===== config.mk =====
export PLATFORM = sky130hd
export DESIGN_NAME = tx_uart_cfg_flat
export DESIGN_NICKNAME = d
export VERILOG_FILES = /design/src/rtl/tx_uart_cfg_if.sv /design/src/rtl/tx_uart_cfg.sv /design/src/flat_wrapper.sv
export SDC_FILE = /design/constraint.sdc
export NUM_CORES = 1
export LEC_CHECK = 0
export BUFFER_PORTS_ARGS = -buffer_cell sky130_fd_sc_hd__buf_4
export CAP_MARGIN = 0
export CORE_MARGIN = 2
export CORE_UTILIZATION = 33
export CTS_CLUSTER_DIAMETER = 80
export DETAILED_ROUTE_END_ITERATION = 8
export PLACE_DENSITY_LB_ADDON = 0.08
export SYNTH_ARGS = -nofsm -noshare
export SYNTH_HDL_FRONTEND = slang
export SYNTH_SLANG_ARGS = --single-unit

===== constraint.sdc =====
create_clock -name i_clock -period 4.1 [get_ports i_clock]
set_clock_uncertainty 0.05 [all_clocks]
set_input_delay 0.205 -clock i_clock [delete_from_list [all_inputs] [get_ports i_clock]]
set_output_delay 0.205 -clock i_clock [all_outputs]
set_load 0.005 [all_outputs]

===== src/rtl/tx_uart_cfg_if.sv =====
// Host-side load interface of the configurable UART transmitter.
interface tx_uart_cfg_if #(
    parameter int unsigned DBIT = 8
);
    logic            i_tx_start;
    logic [DBIT-1:0] i_data;
    logic [1:0]      i_parity_mode;
    logic            o_ready;

    // Host drives the request and payload and observes the holding-register status.
    modport master (
        output i_tx_start,
        output i_data,
        output i_parity_mode,
        input  o_ready
    );

    // Transmitter consumes the request and reports holding-register status.
    modport slave (
        input  i_tx_start,
        input  i_data,
        input  i_parity_mode,
        output o_ready
    );
endinterface


===== src/rtl/tx_uart_cfg.sv =====
// UART transmitter with a one-deep holding register, optional even/odd parity
// and a configurable stop period, paced by an external oversample tick.
module tx_uart_cfg #(
    parameter int unsigned DBIT     = 8,
    parameter int unsigned OS_TICK  = 16,
    parameter int unsigned SB_TICK  = 16,
    parameter int unsigned NB_STATE = 3
) (
    input  logic          i_clock,
    input  logic          i_reset,
    input  logic          i_s_tick,
    tx_uart_cfg_if.slave  host,
    output logic          o_busy,
    output logic          o_tx_done_tick,
    output logic          o_tx
);

    localparam int unsigned TICK_MAX = (OS_TICK > SB_TICK) ? OS_TICK : SB_TICK;
    localparam int unsigned TW       = $clog2(TICK_MAX);
    localparam int unsigned BW       = $clog2(DBIT);

    localparam logic [NB_STATE-1:0] ST_IDLE   = NB_STATE'(0);
    localparam logic [NB_STATE-1:0] ST_START  = NB_STATE'(1);
    localparam logic [NB_STATE-1:0] ST_DATA   = NB_STATE'(2);
    localparam logic [NB_STATE-1:0] ST_PARITY = NB_STATE'(3);
    localparam logic [NB_STATE-1:0] ST_STOP   = NB_STATE'(4);

    logic [NB_STATE-1:0] state_q, state_d;
    logic [TW-1:0]       tick_q, tick_d;
    logic [BW-1:0]       bit_q, bit_d;
    logic [DBIT-1:0]     shift_q, shift_d;
    logic                par_q, par_d;
    logic                par_en_q, par_en_d;
    logic                hold_valid_q, hold_valid_d;
    logic [DBIT-1:0]     hold_data_q, hold_data_d;
    logic [1:0]          hold_mode_q, hold_mode_d;
    logic                tx_q, tx_d;
    logic                busy_q, busy_d;
    logic                done_q, done_d;
    logic                ready_q, ready_d;
    logic                accept_c;

    // A start is only taken while the holding register is empty.
    assign accept_c = host.i_tx_start & ready_q;

    // State register.
    always_ff @(posedge i_clock) begin
        if (!i_reset) begin
            state_q <= ST_IDLE;
        end else begin
            state_q <= state_d;
        end
    end

    // Next-state logic together with counters, shifter and holding register.
    always_comb begin
        state_d      = state_q;
        tick_d       = tick_q;
        bit_d        = bit_q;
        shift_d      = shift_q;
        par_d        = par_q;
        par_en_d     = par_en_q;
        hold_valid_d = hold_valid_q;
        hold_data_d  = hold_data_q;
        hold_mode_d  = hold_mode_q;

        case (state_q)
            ST_IDLE: begin
                if (hold_valid_q) begin
                    state_d      = ST_START;
                    shift_d      = hold_data_q;
                    par_d        = (^hold_data_q) ^ (hold_mode_q == 2'b10);
                    par_en_d     = (hold_mode_q == 2'b01) || (hold_mode_q == 2'b10);
                    hold_valid_d = 1'b0;
                    tick_d       = '0;
                    bit_d        = '0;
                end
            end
            ST_START: begin
                if (i_s_tick) begin
                    if (tick_q == TW'(OS_TICK - 1)) begin
                        state_d = ST_DATA;
                        tick_d  = '0;
                    end else begin
                        tick_d = tick_q + TW'(1);
                    end
                end
            end
            ST_DATA: begin
                if (i_s_tick) begin
                    if (tick_q == TW'(OS_TICK - 1)) begin
                        tick_d  = '0;
                        shift_d = shift_q >> 1;
                        if (bit_q == BW'(DBIT - 1)) begin
                            bit_d   = '0;
                            state_d = par_en_q ? ST_PARITY : ST_STOP;
                        end else begin
                            bit_d = bit_q + BW'(1);
                        end
                    end else begin
                        tick_d = tick_q + TW'(1);
                    end
                end
            end
            ST_PARITY: begin
                if (i_s_tick) begin
                    if (tick_q == TW'(OS_TICK - 1)) begin
                        state_d = ST_STOP;
                        tick_d  = '0;
                    end else begin
                        tick_d = tick_q + TW'(1);
                    end
                end
            end
            ST_STOP: begin
                if (i_s_tick) begin
                    if (tick_q == TW'(SB_TICK - 1)) begin
                        state_d = ST_IDLE;
                        tick_d  = '0;
                    end else begin
                        tick_d = tick_q + TW'(1);
                    end
                end
            end
            default: begin
                state_d = ST_IDLE;
                tick_d  = '0;
                bit_d   = '0;
            end
        endcase

        // A new accept overrides the transfer-out clear on the same clock.
        if (accept_c) begin
            hold_valid_d = 1'b1;
            hold_data_d  = host.i_data;
            hold_mode_d  = host.i_parity_mode;
        end
    end

    // Output decode; every output is registered so the line lags the state by one clock.
    always_comb begin
        tx_d    = 1'b1;
        busy_d  = (state_d != ST_IDLE);
        ready_d = ~hold_valid_d;
        done_d  = (state_q == ST_STOP) && i_s_tick && (tick_q == TW'(SB_TICK - 1));
        case (state_q)
            ST_START:  tx_d = 1'b0;
            ST_DATA:   tx_d = shift_q[0];
            ST_PARITY: tx_d = par_q;
            default:   tx_d = 1'b1;
        endcase
    end

    // Datapath and output registers.
    always_ff @(posedge i_clock) begin
        if (!i_reset) begin
            tick_q       <= '0;
            bit_q        <= '0;
            shift_q      <= '0;
            par_q        <= 1'b0;
            par_en_q     <= 1'b0;
            hold_valid_q <= 1'b0;
            hold_data_q  <= '0;
            hold_mode_q  <= 2'b00;
            tx_q         <= 1'b1;
            busy_q       <= 1'b0;
            done_q       <= 1'b0;
            ready_q      <= 1'b1;
        end else begin
            tick_q       <= tick_d;
            bit_q        <= bit_d;
            shift_q      <= shift_d;
            par_q        <= par_d;
            par_en_q     <= par_en_d;
            hold_valid_q <= hold_valid_d;
            hold_data_q  <= hold_data_d;
            hold_mode_q  <= hold_mode_d;
            tx_q         <= tx_d;
            busy_q       <= busy_d;
            done_q       <= done_d;
            ready_q      <= ready_d;
        end
    end

    assign o_tx           = tx_q;
    assign o_busy         = busy_q;
    assign o_tx_done_tick = done_q;
    assign host.o_ready   = ready_q;

endmodule


===== src/flat_wrapper.sv =====
// flat-port wrapper written by rule: the top's interface ports become plain ports
module tx_uart_cfg_flat 
#(
    parameter int unsigned DBIT     = 8,
    parameter int unsigned OS_TICK  = 16,
    parameter int unsigned SB_TICK  = 16,
    parameter int unsigned NB_STATE = 3
)
  (i_clock, i_reset, i_s_tick, o_busy, o_tx_done_tick, o_tx, host_i_tx_start, host_i_data, host_i_parity_mode, host_o_ready);
  tx_uart_cfg_if #(.DBIT(DBIT)) host_i ();
  input  logic i_clock;
  input  logic i_reset;
  input  logic i_s_tick;
  output logic o_busy;
  output logic o_tx_done_tick;
  output logic o_tx;
  input wire logic [$bits(host_i.i_tx_start)-1:0] host_i_tx_start;
  input wire logic [$bits(host_i.i_data)-1:0] host_i_data;
  input wire logic [$bits(host_i.i_parity_mode)-1:0] host_i_parity_mode;
  output wire logic [$bits(host_i.o_ready)-1:0] host_o_ready;
  assign host_i.i_tx_start = host_i_tx_start;
  assign host_i.i_data = host_i_data;
  assign host_i.i_parity_mode = host_i_parity_mode;
  assign host_o_ready = host_i.o_ready;
  tx_uart_cfg #(.DBIT(DBIT), .OS_TICK(OS_TICK), .SB_TICK(SB_TICK), .NB_STATE(NB_STATE)) u_core (.i_clock(i_clock), .i_reset(i_reset), .i_s_tick(i_s_tick), .host(host_i), .o_busy(o_busy), .o_tx_done_tick(o_tx_done_tick), .o_tx(o_tx));
endmodule

==> results.sh, run 1 <==
export IMPL_outcome="finished clean"
export IMPL_cap_violations=0
export IMPL_fin_crit_sh=0.557
export IMPL_dp_final_hpwl_um=2500
export IMPL_fin_util=0.402
export IMPL_finalWeightedCongestion=0.689
export IMPL_die_h_um=75.3
export IMPL_io_pins=18
export IMPL_ys_seq_area_frac=0.418
export IMPL_p_comb_frac=0.117
export IMPL_postCtsResizedCells=0
export IMPL_relSlewSlack=0.376
export IMPL_rsz0062_at_grt="no"
export IMPL_synthTopCellsByCount="dfxtp_1, nand2_1, a21oi_1"
export IMPL_yosysMostFrequentCell="dfxtp_1"
export IMPL_final_nets=228
export IMPL_wl_um=3580
export IMPL_drcViolationCount=0
export IMPL_drt_iter0_drc=78
export IMPL_power_share_sequential=0.509
export IMPL_postSynthAreaPerCell_sq_um=8.47
export IMPL_grt_pass1_wl_um=6130
export IMPL_yosysUniqueCellTypes=43
export IMPL_intPower_mw=0.552
export IMPL_clockBufferDepth=2
export IMPL_dr_pass1_iters=4
export IMPL_antenna_found_initial=0
export IMPL_setup_viol=0
export IMPL_synth_edf_count=0
export IMPL_track_usage=0.143
export IMPL_period_needed_ns=2.29
export IMPL_dpl_instance_area_sq_um=1840
export IMPL_clock_sinks=35
export IMPL_fill_cells=506
export IMPL_synth_top_area_frac=0.418
export IMPL_avgRoutedWirePerCell_um=12.9
export IMPL_setup_tns_ns=0
export IMPL_critPathLaunchType="flop"
export IMPL_fp_coreArea_sq_um=4820
export IMPL_synthesis_nets=216
export IMPL_cts_made_buffers=5
export IMPL_crit_path_end_kind="flop"
export IMPL_final_max_slew_viol_count=0
export IMPL_cts_root_buf="clkbuf_8"
export IMPL_critical_path_max_fanout=24
export IMPL_finalHoldViolCount=0
export IMPL_synth_area_top_cells="dfxtp_1, a21oi_1, nand2_1"
export IMPL_vias_per_cell=5.00
export IMPL_rows=25
export IMPL_synth_area_sq_um=1680
export IMPL_multi_input_area_sq_um=906
export IMPL_seqCellArea_sq_um=701
export IMPL_max_freq_ghz=0.437
export IMPL_numPortBuffers=17
export IMPL_ctsHtreeMaxLevel=2
export IMPL_postCtsSetupBuffers=0
export IMPL_vias=1391
export IMPL_clk_pin_slew_ns=0.07
export IMPL_holdCritPathClass="input port to flop"
export IMPL_ant_nets=0
export IMPL_hold_ws_ns=0.113
export IMPL_synthCells=198
export IMPL_synth_top_area_cell="dfxtp_1"
export IMPL_area_growth_pct=15.4
export IMPL_tritoncts="done"
export IMPL_grt_overflow_total=0
export IMPL_async_flop_share=0
export IMPL_clock_latency_ns=0.28
export IMPL_initial_core_util=0.348
export IMPL_cellPowerDensity_nw_per_um2=377
export IMPL_critPathRequiredTime_ns=4.26
export IMPL_yosysWarnings=0
export IMPL_setup_worst_path_class="flop to flop"
export IMPL_grt_max_degree=29
export IMPL_fin_area_sq_um=1940
export IMPL_ctsHoldBuffers=0
export IMPL_grt_pass1_vias=1331
export IMPL_dieArea_sq_um=5670
export IMPL_die_w_um=75.3
export IMPL_arrival_ns=2.45
export IMPL_worst_pin_slew_ns=0.935
export IMPL_n_antenna_cell=0
export IMPL_p_leak_nw=0.754
export IMPL_synth_ff_type="dfxtp_1"
export IMPL_swShare=0.244
export IMPL_clkPwrFrac=0.374
export IMPL_drive_gt1_frac=0.142
export IMPL_ys_ff_latch=35
export IMPL_max_vdd_ir_drop_uv=176
export IMPL_p_switching_mw=0.178
-- cell usage in the layout, fill, tap and decap left out, drive strengths merged --
| cell type | instances |
|---|---|
| nand2 | 30 |
| buf | 17 |
| and4b | 1 |
| or3 | 2 |
| a21boi | 1 |
| o22ai | 1 |
| xor2 | 2 |
| ha | 4 |
| and3 | 2 |
| a211o | 1 |
| o21ai | 3 |
| nor4b | 1 |
| dfxtp | 35 |
| xnor2 | 3 |
| o211ai | 1 |
| a22o | 1 |
| a41o | 1 |
| mux2 | 1 |
| a211oi | 9 |
| inv | 5 |
| nor3b | 2 |
| or2 | 1 |
| nor2b | 3 |
| o22a | 1 |
| and4 | 1 |
| nand4 | 4 |
| nor3 | 1 |
| a222oi | 1 |
| nor2 | 14 |
| and2 | 3 |
| nand3 | 6 |
| xnor3 | 1 |
| clkbuf | 8 |
| a21o | 2 |
| nand2b | 4 |
| o2111ai | 1 |
| a21oi | 28 |
| mux2i | 9 |
-- power by group through the flow --
| stage | Combinational, mW | Sequential [mW] | Clock (mW) |
|---|---|---|---|
| 3_5_place_dp | 0.0860 | 0.379 | 0 |
| 2_1_floorplan | 0.0640 | 0.374 | 0 |
| 6_report | 0.0853 | 0.371 | 0.273 |
| 4_1_cts | 0.0859 | 0.371 | 0.284 |
| 3_3_place_gp | 0.0836 | 0.379 | 0 |
| 5_1_grt | 0.0947 | 0.374 | 0.298 |
-- state kept, by name, summed over array words and instances (netlist names) --
name                   cells
u_core.o_busy              1
u_core.par_en_q            1
u_core.tick_q              4
u_core.shift_q             8
u_core.par_q               1
u_core.host.o_ready        1
u_core.o_tx_done_tick      1
u_core.state_q             3
u_core.bit_q               3
u_core.hold_mode_q         2
u_core.hold_valid_q        1
u_core.hold_data_q         8
u_core.o_tx                1
-- per-layer routing --
metal	GRT usage	up-vias	wire [um]
li1	-	728	-
met5	0	-	0
met1	0.192	632	1830
met3	0.0397	4	152
met2	0.214	27	1570
met4	0.0643	0	36
-- final cells by class --
class	instances	share of cell area
tap	67	0.0433
sequential	35	0.362
multi-input combinational	146	0.468
inverter	5	0.00969
clock buffer	8	0.0517
timing repair buffer	17	0.0659
-- cell families (layout without fill, tap and decap cells) --
| group | after synthesis | count (layout) | synth area share |
|---|---|---|---|
| and+or+nand+nor | 75 | 75 | 0.223 |
| AOI/OAI and AO/OA | 51 | 51 | 0.187 |
| DFF | 35 | 35 | 0.418 |
| buffers and inverters | 17 | 30 | 0.0425 |
| muxes | 10 | 10 | 0.0604 |
| xor gates and xnor gates | 6 | 6 | 0.0395 |
| adders and majority gates | 4 | 4 | 0.0298 |
-- worst max-delay path, cell delays in order (launching register included) --
cell and delay [ns]:
dfxtp_1 0.94, nor2_1 0.24, a222oi_1 0.63, nand4_1 0.17
a21oi_1 0.19
-- worst paths after layout --
path,start,to,slack (ns),cells past startpoint
worst max-delay path,u_core.state_q[1],u_core.bit_q[2],1.81,4
worst min register to register,u_core.hold_mode_q[0],u_core.hold_mode_q[0],0.41,2
worst max register to register,u_core.state_q[1],u_core.bit_q[2],1.81,4
worst min-delay path,host_i_parity_mode[1],u_core.hold_mode_q[1],0.11,3
-- through the flow --
| stage | worst slack [ns] | total power, mW | cells |
|---|---|---|---|
| floorplan | 2.46 | 0.438 | 198 |
| global placement | 1.98 | 0.462 | 270 |
| detailed placement | 1.80 | 0.465 | 270 |
| CTS | 1.78 | 0.741 | 278 |
| global route | 1.55 | 0.767 | 278 |
| finish | 1.81 | 0.730 | 278 |
(Power assumes the default switching activity.)
==> run 2, diff against run 1 <==
==> constraint.sdc (replaced) <==
create_clock -name i_clock -period 2.1 [get_ports i_clock]
set_clock_uncertainty 0.05 [all_clocks]
set_input_delay 0.105 -clock i_clock [delete_from_list [all_inputs] [get_ports i_clock]]
set_output_delay 0.105 -clock i_clock [all_outputs]
set_load 0.005 [all_outputs]
==> run 2 against run 1 <==
Routed wire length up 0.25%. Non-clock buffer count rose by 2. Sequential share of layout area shrank 0.28 points. Die area unchanged. Total power rose by 96%. Register-to-register slack got worse by 1.6 ns. Final cell count grew 0.72%. Cell area grew 0.77%. Critical path depth up 1. Critical path type unchanged. Highest routed layer unchanged.
==> results.sh, run 2 (synthesized netlist as in run 1, its figures left out) <==
export IMPL_n_antenna_cell=0
export IMPL_hold_ws_ns=0.0163
export IMPL_clk_pin_slew_ns=0.07
export IMPL_postCtsSetupBuffers=0
export IMPL_clock_latency_ns=0.28
export IMPL_die_h_um=75.3
export IMPL_drcViolationCount=0
export IMPL_p_leak_nw=0.764
export IMPL_max_freq_ghz=0.536
export IMPL_cts_root_buf="clkbuf_8"
export IMPL_initial_core_util=0.348
export IMPL_relSlewSlack=0.560
export IMPL_cap_violations=0
export IMPL_holdCritPathClass="input port to flop"
export IMPL_clockBufferDepth=2
export IMPL_fp_coreArea_sq_um=4820
export IMPL_avgRoutedWirePerCell_um=12.8
export IMPL_dp_final_hpwl_um=2600
export IMPL_layout_common_cells="dfxtp_1, nand2_1, a21oi_1"
export IMPL_min_from="host_i_data[5]"
export IMPL_drive_gt1_frac=0.150
export IMPL_cellPowerDensity_nw_per_um2=732
export IMPL_setup_viol=0
export IMPL_grt_max_degree=29
export IMPL_critPathRequiredTime_ns=2.20
export IMPL_io_pins=18
export IMPL_numPortBuffers=17
export IMPL_cts_made_buffers=5
export IMPL_final_max_slew_viol_count=0
export IMPL_rsz0062_at_grt="no"
export IMPL_ant_nets=0
export IMPL_r2r_start="u_core.tick_q[0]"
export IMPL_dr_pass1_iters=4
export IMPL_clock_sinks=35
export IMPL_crit_start="u_core.tick_q[0]"
export IMPL_finalWeightedCongestion=0.734
export IMPL_postCtsResizedCells=0
export IMPL_dieArea_sq_um=5670
export IMPL_final_common_cell="dfxtp_1"
export IMPL_antenna_found_initial=0
export IMPL_vias_per_cell=5.00
export IMPL_worst_pin_slew_ns=0.657
export IMPL_grt_pass1_wl_um=6330
export IMPL_top_regs="u_core.hold_data_q: 8 flops, u_core.shift_q: 8 flops, u_core.tick_q: 4 flops"
export IMPL_grt_overflow_total=0
export IMPL_drt_iter0_drc=85
export IMPL_track_usage=0.147
export IMPL_finalHoldViolCount=0
export IMPL_setup_tns_ns=0
export IMPL_period_needed_ns=1.87
export IMPL_setup_worst_path_class="flop to flop"
export IMPL_ctsHoldBuffers=0
export IMPL_fill_cells=515
export IMPL_vias=1399
export IMPL_area_growth_pct=16.3
export IMPL_critical_path_max_fanout=8
export IMPL_outcome="finished clean"
export IMPL_die_w_um=75.3
export IMPL_rows=25
export IMPL_arrival_ns=1.96
export IMPL_max_vdd_ir_drop_uv=289
export IMPL_fin_crit_sh=0.889
export IMPL_tritoncts="done"
export IMPL_critPathLaunchType="flop"
export IMPL_crit_path_end_kind="flop"
export IMPL_grt_pass1_vias=1353
export IMPL_final_nets=230
export IMPL_ctsHtreeMaxLevel=2
export IMPL_wl_um=3590
-- run 2: changes by cell type in the layout (fill, tap and decap cells not counted) --
cell	delta
buf_4	+2
-- run 2: through the flow --
| stage | setup slack (ns) | power, mW | area, sq um | std cells | utilization |
|---|---|---|---|---|---|
| 2_1_floorplan | 0.457 | 0.855 | 1680 | 198 | - |
| 3_3_place_gp | 0.334 | 0.905 | 1850 | 272 | 0.384 |
| 3_5_place_dp | 0.258 | 0.912 | 1850 | 272 | 0.384 |
| 4_1_cts | 0.256 | 1.46 | 1950 | 280 | 0.405 |
| 5_1_grt | 0.0723 | 1.52 | 1950 | 280 | 0.405 |
| 6_report | 0.233 | 1.43 | 1950 | 280 | 0.405 |
-- run 2: layout make-up --
type	instances	area [sq um]	area share
timing repair buffer	19	143	0.0731
clock buffer	8	100	0.0513
inverter	5	18.8	0.00962
sequential	35	701	0.359
multi-input combinational	146	906	0.464
tap	67	83.8	0.0429
-- run 2: critical path: stages, from the launching register on --
cell	delay, ns
dfxtp_1	0.40
ha_1	0.27
and4_1	0.31
a21o_1	0.27
and2_1	0.31
a211oi_1	0.12
-- run 2: power breakdown --
part | internal (mW) | switching, mW
clock network | 0.299 | 0.234
registers | 0.697 | 0.0281
logic | 0.0848 | 0.0853
-- run 2: metal layers --
layer	vias up	wire, um	global-route usage
met5	-	0	0
met4	0	17	0.0526
met3	2	144	0.0437
met2	29	1680	0.222
met1	642	1750	0.199
li1	726	-	-
-- run 2: path summary, 6_finish.rpt --
check / end / slack (ns) / cells past startpoint
hold / removal: u_core.hold_data_q[5] / 0.02 / 3
hold reg to reg: u_core.hold_mode_q[1] / 0.41 / 2
setup reg to reg: u_core.shift_q[1] / 0.23 / 5
setup / recovery: u_core.shift_q[1] / 0.23 / 5
==> run 3, diff against run 2 <==
--- a/config.mk
+++ b/config.mk
@@ -5,6 +5,7 @@
 export SDC_FILE = /design/constraint.sdc
 export NUM_CORES = 1
 export LEC_CHECK = 0
+export ABC_AREA = 1
 export BUFFER_PORTS_ARGS = -buffer_cell sky130_fd_sc_hd__buf_4
 export CAP_MARGIN = 0
 export CORE_MARGIN = 2
==> run 3 against run 2 <==
Worst setup slack better by 0.24 ns. Synthesized cell count is 34% higher. Non-clock buffer count stayed put. Total power is 13% higher. Critical path depth is 3 higher. Sequential power is 7.6% higher. Critical endpoint is now u_core.shift_q[2]. Largest cell class unchanged. Highest routed layer unchanged.
==> results.sh, run 3 <==
export IMPL_outcome="finished clean"
export IMPL_r2r_start="u_core.tick_q[0]"
export IMPL_finalWeightedCongestion=0.867
export IMPL_grt_pass1_vias=1417
export IMPL_fin_crit_sh=0.776
export IMPL_track_usage=0.136
export IMPL_min_from="host_i_parity_mode[1]"
export IMPL_setup_viol=0
export IMPL_post_place_ws_ns=0.458
export IMPL_postCtsResizedCells=0
export IMPL_cts_made_buffers=5
export IMPL_fin_area_sq_um=2030
export IMPL_postSynthAreaPerCell_sq_um=6.59
export IMPL_initial_core_util=0.342
export IMPL_max_vdd_ir_drop_uv=344
export IMPL_grt_max_degree=30
export IMPL_clockBufferDepth=2
export IMPL_yosysWarnings=0
export IMPL_total_power_mw=1.62
export IMPL_crit_path_end_kind="flop"
export IMPL_relSlewSlack=0.635
export IMPL_clock_latency_ns=0.29
export IMPL_synth_top_area_cell="dfxtp_1"
export IMPL_die_h_um=76.7
export IMPL_antenna_found_initial=0
export IMPL_drcViolationCount=0
export IMPL_top_regs="u_core.hold_data_q: 8 flops, u_core.shift_q: 8 flops, u_core.tick_q: 4 flops"
export IMPL_ctsHoldBuffers=0
export IMPL_synth_ff_type="dfxtp_1"
export IMPL_yosysUniqueCellTypes=25
export IMPL_critPathLaunchType="flop"
export IMPL_clk_pin_slew_ns=0.08
export IMPL_final_nets=303
export IMPL_slowest_stage="dfxtp_1"
export IMPL_critPathRequiredTime_ns=2.24
export IMPL_ys_seq_area_frac=0.401
export IMPL_clock_sinks=35
export IMPL_layout_common_cells="nand2_1, nor2_1, dfxtp_1"
export IMPL_setup_tns_ns=0
export IMPL_cts_root_buf="clkbuf_8"
export IMPL_fp_coreArea_sq_um=5110
export IMPL_cpPeakStageDelay_ns=0.37
export IMPL_cellPowerDensity_nw_per_um2=796
export IMPL_wl_um=3620
export IMPL_drive_gt1_frac=0.140
export IMPL_drt_iter0_drc=49
export IMPL_critical_path_max_fanout=14
export IMPL_synthTopCellsByCount="nand2_1, nor2_1, dfxtp_1"
export IMPL_finalHoldViolCount=0
export IMPL_grt_pass1_wl_um=6380
export IMPL_dp_final_hpwl_um=2650
export IMPL_n_antenna_cell=0
export IMPL_setup_worst_path_class="flop to flop"
export IMPL_numPortBuffers=17
export IMPL_async_flop_share=0
export IMPL_final_max_slew_viol_count=0
export IMPL_dr_pass1_iters=4
export IMPL_holdCritPathClass="input port to flop"
export IMPL_worst_pin_slew_ns=0.545
export IMPL_layout_setup_ws_ns=0.470
export IMPL_synth_area_sq_um=1750
export IMPL_vias=1562
export IMPL_synthCells=265
export IMPL_rows=26
export IMPL_die_w_um=76.7
export IMPL_avgRoutedWirePerCell_um=10.2
export IMPL_yosysMostFrequentCell="nand2_1"
export IMPL_arrival_ns=1.77
export IMPL_vias_per_cell=4.39
export IMPL_rsz0062_at_grt="no"
export IMPL_synth_area_top_cells="dfxtp_1, nand2_1, nor2_1"
export IMPL_period_needed_ns=1.63
export IMPL_ant_nets=0
export IMPL_crit_path_cell_trace="ha_1, nand2_1, inv_2, nand3_2, nand2_1, o211ai_2, nor2_1, nor2_1"
export IMPL_ys_ff_latch=35
export IMPL_synth_edf_count=0
export IMPL_area_growth_pct=16.4
export IMPL_ctsHtreeMaxLevel=2
export IMPL_dpl_instance_area_sq_um=1940
export IMPL_max_freq_ghz=0.614
export IMPL_fill_cells=570
export IMPL_p_leak_nw=1.00
export IMPL_synthesis_nets=283
export IMPL_tritoncts="done"
export IMPL_grt_overflow_total=0
export IMPL_cap_violations=0
export IMPL_postCtsSetupBuffers=0
export IMPL_io_pins=18
export IMPL_synth_top_area_frac=0.401
export IMPL_dieArea_sq_um=5890
export IMPL_final_common_cell="nand2_1"
export IMPL_crit_start="u_core.tick_q[0]"
[run 3: cell types whose count changed after synthesis, moves of 4 or more]
cell / previous run / this run
nand2_1: 30 / 71
nand3_1: 6 / 12
a211oi_1: 9 / 0
o21ai_0: 2 / 22
mux2i_1: 9 / 0
inv_1: 3 / 31
a21oi_1: 28 / 11
nor2_1: 14 / 46
nand2b_1: 4 / 0
[run 3: worst paths after layout]
check | to | slack (ns) | cells after the start
worst max-delay path | u_core.shift_q[2] | 0.47 | 8
worst min-delay path | u_core.hold_mode_q[1] | 0.007 | 3
worst max register to register | u_core.shift_q[2] | 0.47 | 8
worst min register to register | u_core.hold_mode_q[0] | 0.42 | 2
[run 3: logic make-up (layout without fill, tap and decap cells)]
group                    after synthesis  in the layout  share of synthesized area
AND/OR/NAND/NOR                      144            144                      0.346
buffers and inverters                 42             63                     0.0961
AO/OA/AOI/OAI                         37             37                      0.113
flip-flops                            35             35                      0.401
adder cells (fa/ha/maj)                4              4                     0.0287
XOR/XNOR                               3              3                     0.0151
[run 3: layout make-up]
cell class	count	area (sq um)	share of cell area
Tap cell	70	87.6	0.0431
Clock inverter	3	20.0	0.00985
Clock buffer	5	68.8	0.0339
Multi-Input combinational cell	188	877	0.432
Sequential cell	35	701	0.345
Timing Repair Buffer	19	143	0.0702
Inverter	36	135	0.0665
[run 3: metal layers]
metal	global-route usage	vias up	routed length, um
li1	-	869	-
met1	0.182	663	1930
met2	0.205	23	1470
met3	0.0341	7	160
met4	0.0600	0	63
met5	0	-	0
[run 3: critical path, delay by kind of cell (launching register included)]
kind | cells | cell delay, ns
AND/OR/NAND/NOR | 5 | 0.61
flip-flops | 1 | 0.37
AO/OA/AOI/OAI | 1 | 0.25
adder cells (fa/ha/maj) | 1 | 0.18
buffers and inverters | 1 | 0.07
[run 3: power by group]
| part | switching (mW) | internal [mW] |
|---|---|---|
| sequential | 0.0452 | 0.735 |
| combinational | 0.211 | 0.137 |
| clock | 0.259 | 0.231 |
| total | 0.516 | 1.10 |
[run 3: per-stage QoR]
stage                      util  cells  hold slack (ns)
final                     0.398    356          0.00721
after global routing      0.398    356           0.0241
after CTS                 0.398    356          0.00100
after detailed placement  0.380    348            0.313
after global placement    0.380    348            0.307
after floorplan               -    265            0.222
